`config.mk`:
```
export PLATFORM = sky130hd
export DESIGN_NAME = serial_comparator
export DESIGN_NICKNAME = d
export VERILOG_FILES = /design/src/rtl/serial_comparator.sv
export SDC_FILE = /design/constraint.sdc
export NUM_CORES = 1
export LEC_CHECK = 0
export CORE_ASPECT_RATIO = 1.1
export CORE_MARGIN = 2
export CORE_UTILIZATION = 47
export DETAILED_ROUTE_END_ITERATION = 7
export PLACE_DENSITY = 0.75
export SLEW_MARGIN = 25
export SYNTH_ARGS = -nofsm -noshare
export SYNTH_HDL_FRONTEND = slang
export SYNTH_SLANG_ARGS = --single-unit
```
`constraint.sdc`:
```
create_clock -name clk -period 1.6 [get_ports clk]
set_clock_uncertainty 0.05 [all_clocks]
set_input_delay 0.32 -clock clk [delete_from_list [all_inputs] [get_ports clk]]
set_output_delay 0.32 -clock clk [all_outputs]
set_load 0.005 [all_outputs]
```
`src/rtl/serial_comparator.sv`:
```
// Multi-cycle magnitude comparator: DIGIT bits per cycle, MSB slice first.
// Early exit on the first differing slice; signed mode via MSB inversion.
module serial_comparator #(
  parameter int WIDTH = 16,
  parameter int DIGIT = 4
) (
  input  logic                              clk,
  input  logic                              rst_n,
  input  logic                              start,
  input  logic                              signed_mode,
  input  logic [WIDTH-1:0]                  a,
  input  logic [WIDTH-1:0]                  b,
  output logic                              busy,
  output logic                              done,
  output logic                              a_less_b,
  output logic                              a_equal_b,
  output logic                              a_greater_b,
  output logic [$clog2(WIDTH/DIGIT):0]      slices
);

  localparam int NSLICE = WIDTH / DIGIT;
  localparam int CW     = $clog2(NSLICE) + 1;
  localparam logic [WIDTH-1:0] MSB = {1'b1, {(WIDTH-1){1'b0}}};
  localparam logic [CW-1:0] LAST = CW'(NSLICE - 1);
  localparam logic [CW-1:0] FULL = CW'(NSLICE);

  typedef enum logic {IDLE, SCAN} state_t;

  state_t           state, state_n;
  logic [WIDTH-1:0] sa, sa_n;
  logic [WIDTH-1:0] sb, sb_n;
  logic [CW-1:0]    cnt, cnt_n;
  logic [CW-1:0]    slices_n;
  logic             done_n, lt_n, eq_n, gt_n;
  logic [DIGIT-1:0] ta, tb;
  logic [WIDTH-1:0] smask;

  assign ta    = sa[WIDTH-1 -: DIGIT];
  assign tb    = sb[WIDTH-1 -: DIGIT];
  assign smask = signed_mode ? MSB : '0;
  assign busy  = (state == SCAN);

  always_comb begin
    state_n  = state;
    sa_n     = sa;
    sb_n     = sb;
    cnt_n    = cnt;
    done_n   = 1'b0;
    lt_n     = a_less_b;
    eq_n     = a_equal_b;
    gt_n     = a_greater_b;
    slices_n = slices;
    unique case (state)
      IDLE: begin
        if (start) begin
          // Flipping the sign bit maps two's-complement order onto unsigned order
          sa_n    = a ^ smask;
          sb_n    = b ^ smask;
          cnt_n   = '0;
          state_n = SCAN;
        end
      end
      SCAN: begin
        unique case (1'b1)
          (ta != tb): begin
            lt_n     = (ta < tb);
            eq_n     = 1'b0;
            gt_n     = (ta > tb);
            slices_n = cnt + 1'b1;
            done_n   = 1'b1;
            state_n  = IDLE;
          end
          (ta == tb && cnt == LAST): begin
            lt_n     = 1'b0;
            eq_n     = 1'b1;
            gt_n     = 1'b0;
            slices_n = FULL;
            done_n   = 1'b1;
            state_n  = IDLE;
          end
          default: begin
            sa_n  = sa << DIGIT;
            sb_n  = sb << DIGIT;
            cnt_n = cnt + 1'b1;
          end
        endcase
      end
      default: state_n = IDLE;
    endcase
  end

  always_ff @(posedge clk or negedge rst_n) begin
    if (!rst_n) begin
      state       <= IDLE;
      sa          <= '0;
      sb          <= '0;
      cnt         <= '0;
      done        <= 1'b0;
      a_less_b    <= 1'b0;
      a_equal_b   <= 1'b0;
      a_greater_b <= 1'b0;
      slices      <= '0;
    end else begin
      state       <= state_n;
      sa          <= sa_n;
      sb          <= sb_n;
      cnt         <= cnt_n;
      done        <= done_n;
      a_less_b    <= lt_n;
      a_equal_b   <= eq_n;
      a_greater_b <= gt_n;
      slices      <= slices_n;
    end
  end

endmodule

```
==> results.toml, run 1 <==
[yosys]
syn_area_um2 = 2330
netlist_instances = 248
synth_top_cells_by_count = "45 x nand2_1, 43 x dfrtp_1, 21 x a31oi_1"
synth_edf_count = 0
synth_largest_area_cell = "dfrtp_1"
ys_ff_latch = 43
yosysUniqueCellTypes = 33
synth_seq_area_share_pct = 46.2
synth_warnings = 0
postSynthAreaPerCell_um2 = 9.40
synth.top_cell.area_share_pct = 46.2
netlist_top_cells_area = "dfrtp_1 46%, nand2_1 7.2%, a211oi_1 6.4%"
async_flop_share_pct = 100
syn_nets = 290
yosysMostFrequentCell = "nand2_1"
synthFlopType = "dfrtp_1"

[timing]
worst_slack_ns = -0.181
setup_viol = 39
max_freq_mhz = 562
worst_pin_slew_ns = 0.411
hold_viol = 0
finalSetupTns_ns = -4.15
finalCritPeriodShare_pct = 111
slew_headroom_pct = 72.4
min_period_ns = 1.78
final_max_slew_viol_count = 0
rsz0062_at_grt = "yes"
whs_ns = 0.452

[floorplan]
start_util_pct = 49.4
ios = 44
core_area_um2 = 4720
die_w_um = 71.1
dieArea_um2 = 5540
die_y_um = 77.9
num_rows = 26

[grt]
grt_pass1_vias = 2105
grt_usage_pct = 22.1
grt_pass1_wl_um = 9850
grt_overflow = 0
grt_max_degree = 64
antenna_found_initial = 0

[power_and_ir_drop]
leakage_nw = 1.42
ir_worst_vdd_v = 0.000850
switching_share_pct = 41.3
p_switching_w = 0.00263
internal-power_w = 0.00375
p_comb_share_pct = 57.2
seqPwrFrac_pct = 32.4
power_density_nw_per_um2 = 1920
report.power.total_w = 0.00638
clkPwrFrac_pct = 10.5

[hold_path]
hold_path.class = "flop to flop"

[cells_and_area]
diodes = 0
multiInputGateArea_um2 = 1310
fill_cells = 325
nNetsFinal = 346
fin_util_pct = 70.6
drive_above_1_share_pct = 23.4
regArea_um2 = 1080
area.growth.synth_to_final_pct = 42.8

[cts]
clock_latency_ns = 0.30
htree_levels = 2
cts_tree = "yes"
cts-buffers-inserted = 5
cts.sinks = 43
ctsLongestPathBuffers = 2
clk_pin_slew_worst_paths_ns = 0.09
cts_root_buf = "clkbuf_8"

[worst_setup_path]
path_cells = "ha_4, nand4_4, or2_1, buf_12, xnor2_1, a21o_1"
worstSetupEndpointType = "flop"
critPathBufInv = 1
worstSetupStartpointType = "flop"
cpLargestDelayFamily = "simple AND/OR/NAND/NOR gates"
slowest_stage = "dfrtp_1"
crit_type = "flop to flop"
crit_fanout = 14
cp.required_ns = 1.74
worstPathArrival_ns = 1.92
max_stage_delay_ns = 0.43

[route]
wl_per_cell_um = 16.7
ant_nets = 0
drt_wl_total_um = 6000
drc_errors = 0
vias = 2091
viasPerCell = 5.81
drt_first_pass_iters = 4
drt_iter0_markers = 204

[job]
cap_viol_max_count = 0

[outcome]
violations = "negative setup slack"
outcome = "finished, violations left"

[place]
gp_routability_congestion = 0.853
portBuffers = 43
dpl.hpwl_um = 3600
pre_cts_ws_ns = -0.122
-- placed cells by master (no fill, tap or decap), types with 5 or more instances in the layout --
master	instances
a211oi_1	20
a31oi_1	19
buf_12	7
buf_4	13
clkbuf_8	5
clkdlybuf4s50_1	41
dfrtp_1	42
inv_1	5
mux2i_1	9
nand2_1	29
nand2_2	12
nand3_1	12
nor2b_1	18
o21ai_0	9
-- final timing paths --
path / from / to / cells after the start / slack [ns]
min in group asynchronous: rst_n / sb[15] / 3 / 0.46
max in group asynchronous: rst_n / busy / 3 / 0.81
min: slices[0] / slices[0] / 1 / 0.45
max: sb[12] / cnt[0] / 6 / -0.18
max reg2reg: sb[12] / cnt[0] / 6 / -0.18
min reg2reg: slices[0] / slices[0] / 1 / 0.45
-- worst register-to-register path, delay by kind of cell, from the launching register on --
| kind | cells | cell delay, ns |
|---|---|---|
| AO/OA/AOI/OAI | 1 | 0.15 |
| AND/OR/NAND/NOR | 2 | 0.44 |
| flip-flops | 1 | 0.43 |
| XOR/XNOR | 1 | 0.12 |
| adder cells (fa/ha/maj) | 1 | 0.30 |
| buffers and inverters | 1 | 0.19 |
-- cell families after synthesis --
kind of cell	count (synthesis)	synth area share, %
and+or+nand+nor	93	19.3
adders and majority gates	6	3.22
muxes	9	3.86
xor gates and xnor gates	3	1.13
AOI/OAI and AO/OA	67	19.6
DFF	43	46.2
buffers and inverters	27	6.66
-- sequential cells by signal, indices dropped and copies added, names as in the netlist --
signal / count
a_equal_b: 1
a_greater_b: 1
a_less_b: 1
busy: 1
cnt: 3
done: 1
sa: 16
sb: 16
slices: 3
-- metrics by stage --
stage	cell area, um^2	cells
floorplan	2380	248
global placement	2950	344
detailed placement	2950	344
CTS	3240	359
global route	3330	360
finish	3330	360
-- power by group through the flow --
stage	clock, W	sequential, W	combinational, W
global placement	0	0.00198	0.00276
CTS	0.000673	0.00200	0.00344
floorplan	0	0.00190	0.00203
global route	0.000728	0.00212	0.00399
finish	0.000667	0.00207	0.00365
detailed placement	0	0.00201	0.00284
-- final cells by class --
| cell class | count | area share [%] |
|---|---|---|
| Sequential cell | 43 | 32.4 |
| Multi-Input combinational cell | 178 | 39.2 |
| Inverter | 7 | 0.789 |
| Timing Repair Buffer | 69 | 23.2 |
| Clock buffer | 7 | 2.29 |
| Tap cell | 56 | 2.10 |
-- routing by layer --
metal	vias to the layer above	track usage [%]	wire length [um]
li1	992	-	-
met1	1030	28.9	2560
met2	56	37.0	3060
met3	13	3.77	235
met4	0	6.79	150
met5	-	0	0
-- timing repair --
item | in CTS | in global routing
endpoints found under the hold margin | 43 | 0
gates resized for setup | 26 | 17
hold buffers | 1 | 0
cloned | 3 | 0
setup buffers | 4 | 1
setup endpoints to repair | 39 | 41
pin swaps | 28 | 21
No activity file was read; power rests on OpenSTA's default activity.
==> run 2: changes to the inputs <==
CAP_MARGIN = 5   (was not set)
CORE_UTILIZATION = 25   (was 47)
PLACE_DENSITY = 0.45   (was 0.75)
SETUP_SLACK_MARGIN = 0.4   (was not set)
==> results.toml, run 2 (synthesis results as in run 1) <==
[timing]
final_max_slew_viol_count = 0
rsz0062_at_grt = "yes"
setup_viol = 28
max_freq_mhz = 585
hold_viol = 0
finalCritPeriodShare_pct = 107
worst_slack_ns = -0.109
slew_headroom_pct = 79.7
min_period_ns = 1.71
worst_pin_slew_ns = 0.305

[grt]
grt_usage_pct = 13.0
grt_overflow = 0
grt_pass1_wl_um = 10100
antenna_found_initial = 0
grt_pass1_vias = 2075
grt_max_degree = 56

[outcome]
violations = "negative setup slack"
outcome = "finished, violations left"

[cells_and_area]
nNetsFinal = 357
layout_common_cells = "42 x dfrtp_1, 33 x nand2_1, 33 x clkdlybuf4s50_1, 25 x buf_4, 21 x a31oi_1"
drive_above_1_share_pct = 28.5
regArea_um2 = 1080
layout_commonest_cell = "dfrtp_1"
diodes = 0
multiInputGateArea_um2 = 1260
fin_util_pct = 37.9
area.growth.synth_to_final_pct = 45.9
reg_top3 = "sa (16), sb (16)"
fill_cells = 926

[floorplan]
num_rows = 36
ios = 44
core_area_um2 = 8960
die_w_um = 96.1
die_y_um = 105
start_util_pct = 26.0
dieArea_um2 = 10100

[cts]
htree_levels = 2
cts.sinks = 43
clk_pin_slew_worst_paths_ns = 0.09
cts_tree = "yes"
ctsLongestPathBuffers = 2
cts_root_buf = "clkbuf_8"
clock_latency_ns = 0.30
cts-buffers-inserted = 5

[power_and_ir_drop]
switching_share_pct = 39.7
internal-power_w = 0.00390
p_comb_share_pct = 58.6
ir_worst_vdd_v = 0.000676
p_switching_w = 0.00257
leakage_nw = 1.44
power_density_nw_per_um2 = 1900
report.power.total_w = 0.00647
clkPwrFrac_pct = 10.7
seqPwrFrac_pct = 30.7

[route]
wl_per_cell_um = 14.8
drc_errors = 0
ant_nets = 0
viasPerCell = 4.77
drt_wl_total_um = 6350
vias = 2050
drt_first_pass_iters = 4
drt_iter0_markers = 91

[worst_setup_path]
worstPathArrival_ns = 1.84
worstSetupStartpointType = "flop"
crit_fanout = 7
r2r_slack_ns = -0.11
crit_type = "flop to flop"
cp.required_ns = 1.73
r2r-end = "sa[1]"
rr_startpoint = "sa[14]"
ff2ff_path_depth = 7
worstSetupEndpointType = "flop"

[hold_path]
holdPathStages = 1
hold_path.class = "flop to flop"
hold_start = "cnt[2]"
holdPathEnd = "cnt[2]"

[place]
portBuffers = 43
dpl.hpwl_um = 4000
gp_routability_congestion = 0.697

[job]
cap_viol_max_count = 0
## run 2: changes by cell type in the layout (fill, tap and decap cells not counted), sizes merged
cell / before / now
buf: 27 / 45
clkdlybuf4s50: 41 / 33
clkinv: 0 / 1
clkinvlp: 0 / 1
## run 2: power by group through the flow
stage | sequential (W) | combinational (W) | clock [W]
after floorplan | 0.00190 | 0.00206 | 0
after global placement | 0.00199 | 0.00302 | 0
after detailed placement | 0.00199 | 0.00303 | 0
after CTS | 0.00197 | 0.00365 | 0.000732
after global routing | 0.00206 | 0.00418 | 0.000778
final | 0.00199 | 0.00379 | 0.000694
## run 2: layer usage
layer	wire (um)	track usage (%)
met5	0	0
met4	66	3.67
met3	167	2.22
met2	3220	22.0
met1	2890	16.7
## run 2: worst max path at each step
stage                 from      to  slack [ns]  cells after the start
floorplan           sa[14]  sa[13]      -0.002                      7
global placement    sb[12]  cnt[0]        -0.1                      6
detailed placement  sb[12]  cnt[0]       -0.11                      6
CTS                 sa[14]  sb[11]       -0.09                      7
global route        sb[13]   sb[2]       -0.16                      8
finish              sa[14]   sa[1]       -0.11                      7
## run 2: through the flow
| stage | setup slack (ns) | TNS (ns) | cells | hold slack, ns | cell area (um^2) |
|---|---|---|---|---|---|
| 2_1_floorplan | -0.00190 | -0.0191 | 248 | -0.0256 | 2380 |
| 3_3_place_gp | -0.0983 | -1.33 | 407 | 0.273 | 3050 |
| 3_5_place_dp | -0.113 | -1.62 | 407 | 0.272 | 3050 |
| 4_1_cts | -0.0894 | -2.02 | 427 | 0.468 | 3330 |
| 5_1_grt | -0.156 | -4.12 | 430 | 0.497 | 3400 |
| 6_report | -0.109 | -2.11 | 430 | 0.464 | 3400 |
## run 2: worst max-delay path: stages, from the launching register on
cell,delay (ns)
dfrtp_1,0.42
ha_4,0.29
nand4_4,0.11
or2_4,0.28
buf_12,0.15
clkbuf_16,0.16
nand3_1,0.08
o21ai_1,0.06
## run 2: layout make-up
class	count	share of cell area [%]
clock buffer	6	2.13
clock inverter	2	0.368
inverter	7	0.773
multi-input combinational	178	37.1
sequential	43	31.7
tap	114	4.19
timing repair buffer	80	23.7
## run 2: what timing repair did
item | 4_1_cts | 5_1_grt
gates resized for setup | 58 | 12
hold buffers | 1 | 0
buffers inserted | 9 | 2
pin swaps | 18 | 13
hold endpoints to repair | 43 | 0
endpoints found under the setup margin | 51 | 50
cloned | 2 | 1
==> run 3: changes to the inputs <==
--- a/config.mk
+++ b/config.mk
@@ -9,3 +9,3 @@
 export CORE_ASPECT_RATIO = 1.1
-export CORE_MARGIN = 2
+export CORE_MARGIN = 1.5
 export CORE_UTILIZATION = 25
@@ -13,3 +13,2 @@
 export PLACE_DENSITY = 0.45
-export SETUP_SLACK_MARGIN = 0.4
 export SLEW_MARGIN = 25
==> constraint.sdc (replaced) <==
create_clock -name clk -period 1.6 [get_ports clk]
set_clock_uncertainty 0.05 [all_clocks]
set_input_delay 0.16 -clock clk [delete_from_list [all_inputs] [get_ports clk]]
set_output_delay 0.16 -clock clk [all_outputs]
set_load 0.005 [all_outputs]
==> results.toml, run 3 (synthesis results as in run 1) <==
[outcome]
outcome = "finished, violations left"
violations = "negative setup slack"

[place]
gp_routability_congestion = 0.687
portBuffers = 43
dp_cells = 406
pre_cts_ws_ns = -0.135
dpl.hpwl_um = 4070

[timing]
rsz0062_at_grt = "yes"
min_period_ns = 1.70
worst_pin_slew_ns = 0.456
worst_slack_ns = -0.100
hold_viol = 0
final_max_slew_viol_count = 0
finalCritPeriodShare_pct = 106
setup_viol = 31
max_freq_mhz = 588
slew_headroom_pct = 69.6
whs_ns = 0.261

[floorplan]
ios = 44
num_rows = 36
die_y_um = 104
dieArea_um2 = 9910
start_util_pct = 26.0
die_w_um = 95.1
core_area_um2 = 8960

[worst_setup_path]
worstSetupStartpointType = "flop"
crit_type = "flop to flop"
critPathBufInv = 1
slowest_stage = "dfrtp_1"
worstSetupEndpointType = "flop"
path_cells = "ha_4, nand4_4, or2_4, buf_12, xnor2_1, a21o_1"
max_stage_delay_ns = 0.42
cp.required_ns = 1.75
crit_fanout = 7
worstPathArrival_ns = 1.85
cpLargestDelayFamily = "simple AND/OR/NAND/NOR gates"

[route]
vias = 1958
wl_per_cell_um = 14.3
drt_wl_total_um = 6040
drt_first_pass_iters = 4
drc_errors = 0
drt_iter0_markers = 121
ant_nets = 0
viasPerCell = 4.65

[grt]
grt_usage_pct = 12.7
grt_max_degree = 40
antenna_found_initial = 0
grt_pass1_vias = 1912
grt_pass1_wl_um = 9890
grt_overflow = 0

[cells_and_area]
drive_above_1_share_pct = 17.6
layout_common_cells = "42 x nand2_1, 42 x dfrtp_1, 40 x clkdlybuf4s50_1, 21 x a31oi_1, 21 x buf_4"
diodes = 0
nNetsFinal = 348
area.growth.synth_to_final_pct = 38.2
post_layout_nonfiller_instances = 421
fin_util_pct = 35.9
reg_top3 = "sa (16), sb (16)"

[job]
cap_viol_max_count = 0

[cts]
clock_latency_ns = 0.30
cts_tree = "yes"
cts-buffers-inserted = 5
ctsLongestPathBuffers = 2
cts.sinks = 43
htree_levels = 2
clk_pin_slew_worst_paths_ns = 0.09
cts_root_buf = "clkbuf_8"

[power_and_ir_drop]
leakage_nw = 1.35
ir_worst_vdd_v = 0.000632
report.power.total_w = 0.00589
power_density_nw_per_um2 = 1830

[hold_path]
hold_path.class = "input port to flop"
[run 3: through the flow]
step	TNS [ns]	cell area (um^2)
6_report	-0.974	3220
5_1_grt	-3.32	3220
4_1_cts	-0.672	3120
3_5_place_dp	-2.99	3020
3_3_place_gp	-1.90	3020
2_1_floorplan	-0.0336	2380
[run 3: power by group]
group	switching (W)	total, W	leakage [nW]	internal [W]
combinational	0.00153	0.00316	0.791	0.00163
clock	0.000409	0.000715	0.0412	0.000306
sequential	0.000409	0.00201	0.515	0.00160
total	0.00235	0.00589	1.35	0.00354
[run 3: cell type report]
| type | instances | area, um^2 |
|---|---|---|
| inverters | 7 | 26.3 |
| repair buffers | 71 | 703 |
| well taps | 114 | 143 |
| fillers | 926 | 5740 |
| multi-input cells | 178 | 1190 |
| clock buffers | 6 | 72.6 |
| flip-flops and latches | 43 | 1080 |
| clock inverters | 2 | 12.5 |
[run 3: final timing paths]
kind	startpoint	to	slack, ns	depth (start not counted)
setup / recovery	sa[13]	cnt[0]	-0.10	6
hold reg to reg	a_equal_b	a_equal_b	0.46	2
max in group asynchronous	rst_n	busy	0.70	3
min in group asynchronous	rst_n	a_greater_b	0.28	2
hold / removal	start	sa[0]	0.26	3
setup reg to reg	sa[13]	cnt[0]	-0.10	6
[run 3: per-layer routing]
metal	up-vias	global-route usage (%)	routed length, um
met3	5	2.12	165
met4	0	3.84	77
li1	1001	-	-
met5	-	0	0
met2	26	19.8	2850
met1	926	17.7	2940
[run 3: timing repair]
action | 4_1_cts | 5_1_grt
buffers inserted | 0 | 5
endpoints found under the setup margin | 39 | 41
endpoints found under the hold margin | 17 | 0
hold buffers | 1 | 0
resized for setup | 6 | 9
gates cloned | 0 | 1
pin swaps | 1 | 9
[run 3: worst reg2reg max path, stage by stage (launching register included)]
cell and delay (ns):
dfrtp_1 0.42, ha_4 0.29, nand4_4 0.12, or2_4 0.31, buf_12 0.15, xnor2_1 0.12
a21o_1 0.15
